==> src/rtl/command_decoder_gen.sv <==
// Byte-stream command decoder: pulls header/payload bytes from a FIFO and turns them
// into vertex writes, triangle/block commands, output-enable updates and texture uploads.
module command_decoder_gen #(
  parameter int unsigned VBYTES = 5,
  parameter int unsigned TEX_AW = 12
) (
  input  logic              clk,
  input  logic              rst_n,
  input  logic [7:0]        cmd_rddata,
  input  logic              cmd_empty,
  output logic              cmd_pull,
  input  logic              out_almost_full,
  input  logic              tex_busy,
  output logic [1:0]        v_sel,
  output logic [7:0]        v_data,
  output logic [2:0]        v_addr,
  output logic              v_we,
  output logic [7:0]        command,
  output logic [1:0]        va_sel,
  output logic [1:0]        vb_sel,
  output logic [1:0]        vc_sel,
  output logic              write,
  output logic [TEX_AW-1:0] tex_addr,
  output logic [7:0]        tex_data,
  output logic              tex_we,
  output logic              out_en,
  output logic              busy
);

  typedef enum logic [2:0] {StIdle, StVtx, StBlk, StTlenH, StTlenL, StTexData} state_e;

  localparam logic [2:0] VtxLast = 3'(VBYTES - 1);

  state_e            state_q, state_d;
  logic              did_pull_q, did_pull_d;
  logic [1:0]        v_sel_q, v_sel_d;
  logic              out_en_q, out_en_d;
  logic [TEX_AW-1:0] tex_addr_q, tex_addr_d;
  logic [2:0]        cnt_q, cnt_d;
  logic [15:0]       len_q, len_d;
  logic              consumed;

  assign cmd_pull = !cmd_empty && !out_almost_full && rst_n &&
                    !(state_q == StTexData && tex_busy);

  // Data-path outputs mirror the FIFO byte directly; only the strobes qualify them.
  assign v_data   = cmd_rddata;
  assign tex_data = cmd_rddata;
  assign va_sel   = cmd_rddata[5:4];
  assign vb_sel   = cmd_rddata[3:2];
  assign vc_sel   = cmd_rddata[1:0];
  assign v_sel    = v_sel_q;
  assign out_en   = out_en_q;
  assign tex_addr = tex_addr_q;
  assign busy     = (state_q != StIdle);

  always_comb begin
    state_d    = state_q;
    did_pull_d = cmd_pull;
    v_sel_d    = v_sel_q;
    out_en_d   = out_en_q;
    tex_addr_d = tex_addr_q;
    cnt_d      = cnt_q;
    len_d      = len_q;
    v_we       = 1'b0;
    v_addr     = 3'd0;
    write      = 1'b0;
    command    = 8'h00;
    tex_we     = 1'b0;
    // A byte pulled just before reset is dropped rather than decoded.
    consumed   = did_pull_q && rst_n;

    if (consumed) begin
      unique case (state_q)
        StIdle: begin
          if (cmd_rddata[7:6] == 2'b11) begin
            v_sel_d = cmd_rddata[5:4];
            cnt_d   = VtxLast;
            state_d = StVtx;
          end else if (cmd_rddata[7:6] == 2'b10) begin
            write = 1'b1;
          end else if (cmd_rddata[7:6] == 2'b01) begin
            state_d = StBlk;
          end else if (!cmd_rddata[5]) begin
            out_en_d = cmd_rddata[0];
          end else begin
            tex_addr_d = '0;
            state_d    = StTlenH;
          end
        end
        StVtx: begin
          v_we   = 1'b1;
          v_addr = cnt_q;
          if (cnt_q == 3'd0) begin
            state_d = StIdle;
          end else begin
            cnt_d = cnt_q - 3'd1;
          end
        end
        StBlk: begin
          command = {1'b1, cmd_rddata[6:0]};
          write   = 1'b1;
          state_d = StIdle;
        end
        StTlenH: begin
          len_d   = {cmd_rddata, len_q[7:0]};
          state_d = StTlenL;
        end
        StTlenL: begin
          len_d   = {len_q[15:8], cmd_rddata};
          state_d = ({len_q[15:8], cmd_rddata} == 16'd0) ? StIdle : StTexData;
        end
        StTexData: begin
          tex_we     = 1'b1;
          tex_addr_d = tex_addr_q + TEX_AW'(1);
          len_d      = len_q - 16'd1;
          if (len_q == 16'd1) begin
            state_d = StIdle;
          end
        end
        default: state_d = StIdle;
      endcase
    end
  end

  always_ff @(posedge clk) begin
    if (!rst_n) begin
      state_q    <= StIdle;
      did_pull_q <= 1'b0;
      v_sel_q    <= 2'd0;
      out_en_q   <= 1'b0;
      tex_addr_q <= '0;
      cnt_q      <= 3'd0;
      len_q      <= 16'd0;
    end else begin
      state_q    <= state_d;
      did_pull_q <= did_pull_d;
      v_sel_q    <= v_sel_d;
      out_en_q   <= out_en_d;
      tex_addr_q <= tex_addr_d;
      cnt_q      <= cnt_d;
      len_q      <= len_d;
    end
  end

endmodule
==> config.mk <==
export PLATFORM = sky130hd
export DESIGN_NAME = command_decoder_gen
export DESIGN_NICKNAME = d
export VERILOG_FILES = /design/src/rtl/command_decoder_gen.sv
export SDC_FILE = /design/constraint.sdc
export NUM_CORES = 1
export LEC_CHECK = 0
export BUFFER_PORTS_ARGS = -buffer_cell sky130_fd_sc_hd__buf_2
export CAP_MARGIN = 5
export CORE_MARGIN = 8
export CORE_UTILIZATION = 55
export CTS_BUF_LIST = sky130_fd_sc_hd__clkbuf_4
export DETAILED_ROUTE_END_ITERATION = 8
export GPL_TIMING_DRIVEN = 0
export PLACE_DENSITY = 0.82
export SYNTH_ARGS = -nofsm -noshare
export SYNTH_HDL_FRONTEND = slang
export SYNTH_SLANG_ARGS = --single-unit
export TNS_END_PERCENT = 30
==> constraint.sdc <==
create_clock -name clk -period 2.17 [get_ports clk]
set_input_delay 0.217 -clock clk [delete_from_list [all_inputs] [get_ports clk]]
set_output_delay 0.217 -clock clk [all_outputs]
set_load 0.005 [all_outputs]
==> results.cfg <==
[place]
dpl-instance-area_sq_um = 2960
portBuffers = 65
gp_congestion = 0.941
dp_hpwl_um = 5310

[synthesis]
ys_ff_latch = 38
synth_edf_count = 0
synthesis.nets = 337
syn-instance-count = 315
synth_seq_area_share_pct = 29.7
syn_avg_cell_area_sq_um = 8.13
synth_ff_type = dfxtp_1
synth_top_area_share_pct = 29.7
synth_area_leaders = dfxtp_1 30%, buf_4 6.7%, ha_1 4.4%
yosysWarnings = 0
netlist_area_sq_um = 2560
ys_types = 59
async_reset_ff_share_pct = 0
synth_top_area_cell = dfxtp_1

[critical_path]
criticalPathCategory = reg2reg
slowest_stage = clkbuf_1
worst_ep_arrival_time_ns = 2.28
cpLargestDelayFamily = buffers and inverters
start_kind = flip-flop
crit_path_end_kind = flip-flop
reg2reg_slack_ns = 0.15
slowest_delay_ns = 0.49
crit_chain = clkbuf_1, clkinv_1, o211ai_2, o21ai_1, o221a_1
cp_max_fo = 10
worst-path-buf-inv = 2
reg2reg_to = state_q[0]
reg2regPathDepth = 5
required_ns = 2.42
r2r_start = state_q[0]

[floorplan]
die_h_um = 84.3
die_x_um = 84.3
io_pins = 66
rows = 25
initial_core_util_pct = 55.7
core_sq_um = 4600
dieArea_sq_um = 7100

[final_layout]
ff_latch_area_sq_um = 761
postLayoutCoreUtil_pct = 65.8
finish.instance_area_sq_um = 3030
final_cell_mix = 71 x buf_2, 38 x dfxtp_1, 25 x nand2_1, 25 x nor2_1, 23 x buf_4
area_delta_synth_final_pct = 18.1
layout_commonest_cell = buf_2
multi_input_area_sq_um = 1550
fillers = 412
antenna_cells = 0
fin_nets = 409
drive_above_1_share_pct = 30.9

[timing]
maxSlewHeadroom_pct = 45.4
drv_slew = 0
max_freq_mhz = 495
setup-tns-final_ns = 0
hold_viol_final = 0
clock_skew_ns = 0.00452
hold_slack_ns = 0.0347
tightest_slew_ns = 0.812
setup_viol = 0
min_period_ns = 2.02
post-route-period-util_pct = 93.2

[clock_tree]
ctsHoldBuffers = 0
htree_levels = 2
clk_latency_ns = 0.35
cts-root-buf = clkbuf_4
clkTransAtPathRegs_ns = 0.12
cts_sinks = 38
cts_made_buffers = 5
postCtsSetupBuffers = 0
cts_tree = built
cts_max_path_buffers = 2

[routing]
wl_per_cell_um = 16.0
vias = 2613
dr.pass1.iters = 7
viasPerCell = 5.91
dr.first_iter.drc_count = 285
wl_um = 7070
remaining_drc_errors = 0
ant_nets = 0

[global_route]
grt_overflow = 0
grt_usage_pct = 19.9
grt_max_degree = 12
grt_pass1_wl_um = 12000
antenna_found_initial = 0
grt_pass1_vias = 2509

[hold_path]
holdPathStages = 2
worst_hold_path.endpoint = did_pull_q
min-delay-start = tex_busy
hold_path.class = in2reg

[power]
power.density_nw_per_um2 = 426
p_leak_nw = 1.39
ir_worst_vdd_mv = 0.340

[status]
status = complete, no violations

[flow_run]
cap_violations = 0
## state kept, by name, indices dropped and copies added (netlist names)
name	cells
out_en	1
len_q	16
tex_addr	12
did_pull_q	1
state_q	3
v_sel	2
cnt_q	3
## metal layers
metal	part of all wire, %	track usage [%]	vias to the layer above
met1	43	24.5	1224
li1	-	-	1253
met2	48	31.8	126
met5	0	0	-
met3	8.4	6.20	10
met4	1.1	7.22	0
## logic make-up (layout without fill, tap and decap cells)
kind of cell               after synthesis  after routing  share of synthesized area [%]
DFF                                     38             38                           29.7
AOI/OAI and AO/OA                       73             73                           20.2
buffers and inverters                   46            119                           10.4
xor gates and xnor gates                11             11                           3.76
and+or+nand+nor                        130            130                           28.4
adders and majority gates                9              9                           4.39
muxes                                    8              8                           3.13
## what timing repair did
item / 4_1_cts / 5_1_grt
resized for setup: 1 / 2
endpoints found under the setup margin: 7 / 7
pin swaps: 0 / 1
## where the power goes
part           internal, W  switching [W]
Combinational    0.0000891       0.000109
Clock             0.000135       0.000250
Sequential        0.000702     0.00000403
Total             0.000925       0.000363
## cell usage after synthesis, drive strengths merged, types with 3 or more instances
master	count
nand2	25
nor3	10
mux2i	8
nor2	25
nand3	9
o21ai	25
nor3b	3
nor2b	6
a21oi	15
or3b	3
ha	9
xor2	11
or3	5
and3	6
a21boi	6
nand4	9
a32oi	4
and2	11
clkbuf	5
inv	11
buf	29
dfxtp	38
nor4	5
## through the flow
step,setup WS [ns],cells,total power [W]
final,0.148,442,0.00129
after global routing,-0.00982,442,0.00135
after CTS,0.0415,442,0.00129
after detailed placement,0.176,434,0.000917
after global placement,0.217,434,0.000912
after floorplan,0.438,315,0.000841
## area by class of cell
| class | count | area share, % |
|---|---|---|
| inverters | 12 | 1.49 |
| clock inverters | 2 | 0.289 |
| multi-input cells | 231 | 51.3 |
| well taps | 54 | 2.23 |
| plain buffers | 34 | 7.32 |
| clock buffers | 6 | 1.49 |
| flip-flops and latches | 38 | 25.1 |
| repair buffers | 65 | 10.8 |
## worst max-delay path by stage
stage                        startpoint  depth (start not counted)     endpoint
after CTS                    state_q[1]                          6       tex_we
after detailed placement  cmd_rddata[6]                          7   state_q[0]
after floorplan                len_q[0]                          6    len_q[10]
after global routing         state_q[0]                          5    len_q[11]
final                        state_q[0]                          5   state_q[0]
after global placement    cmd_rddata[7]                          9  tex_addr[9]
Power figures use the tool's default switching activity.
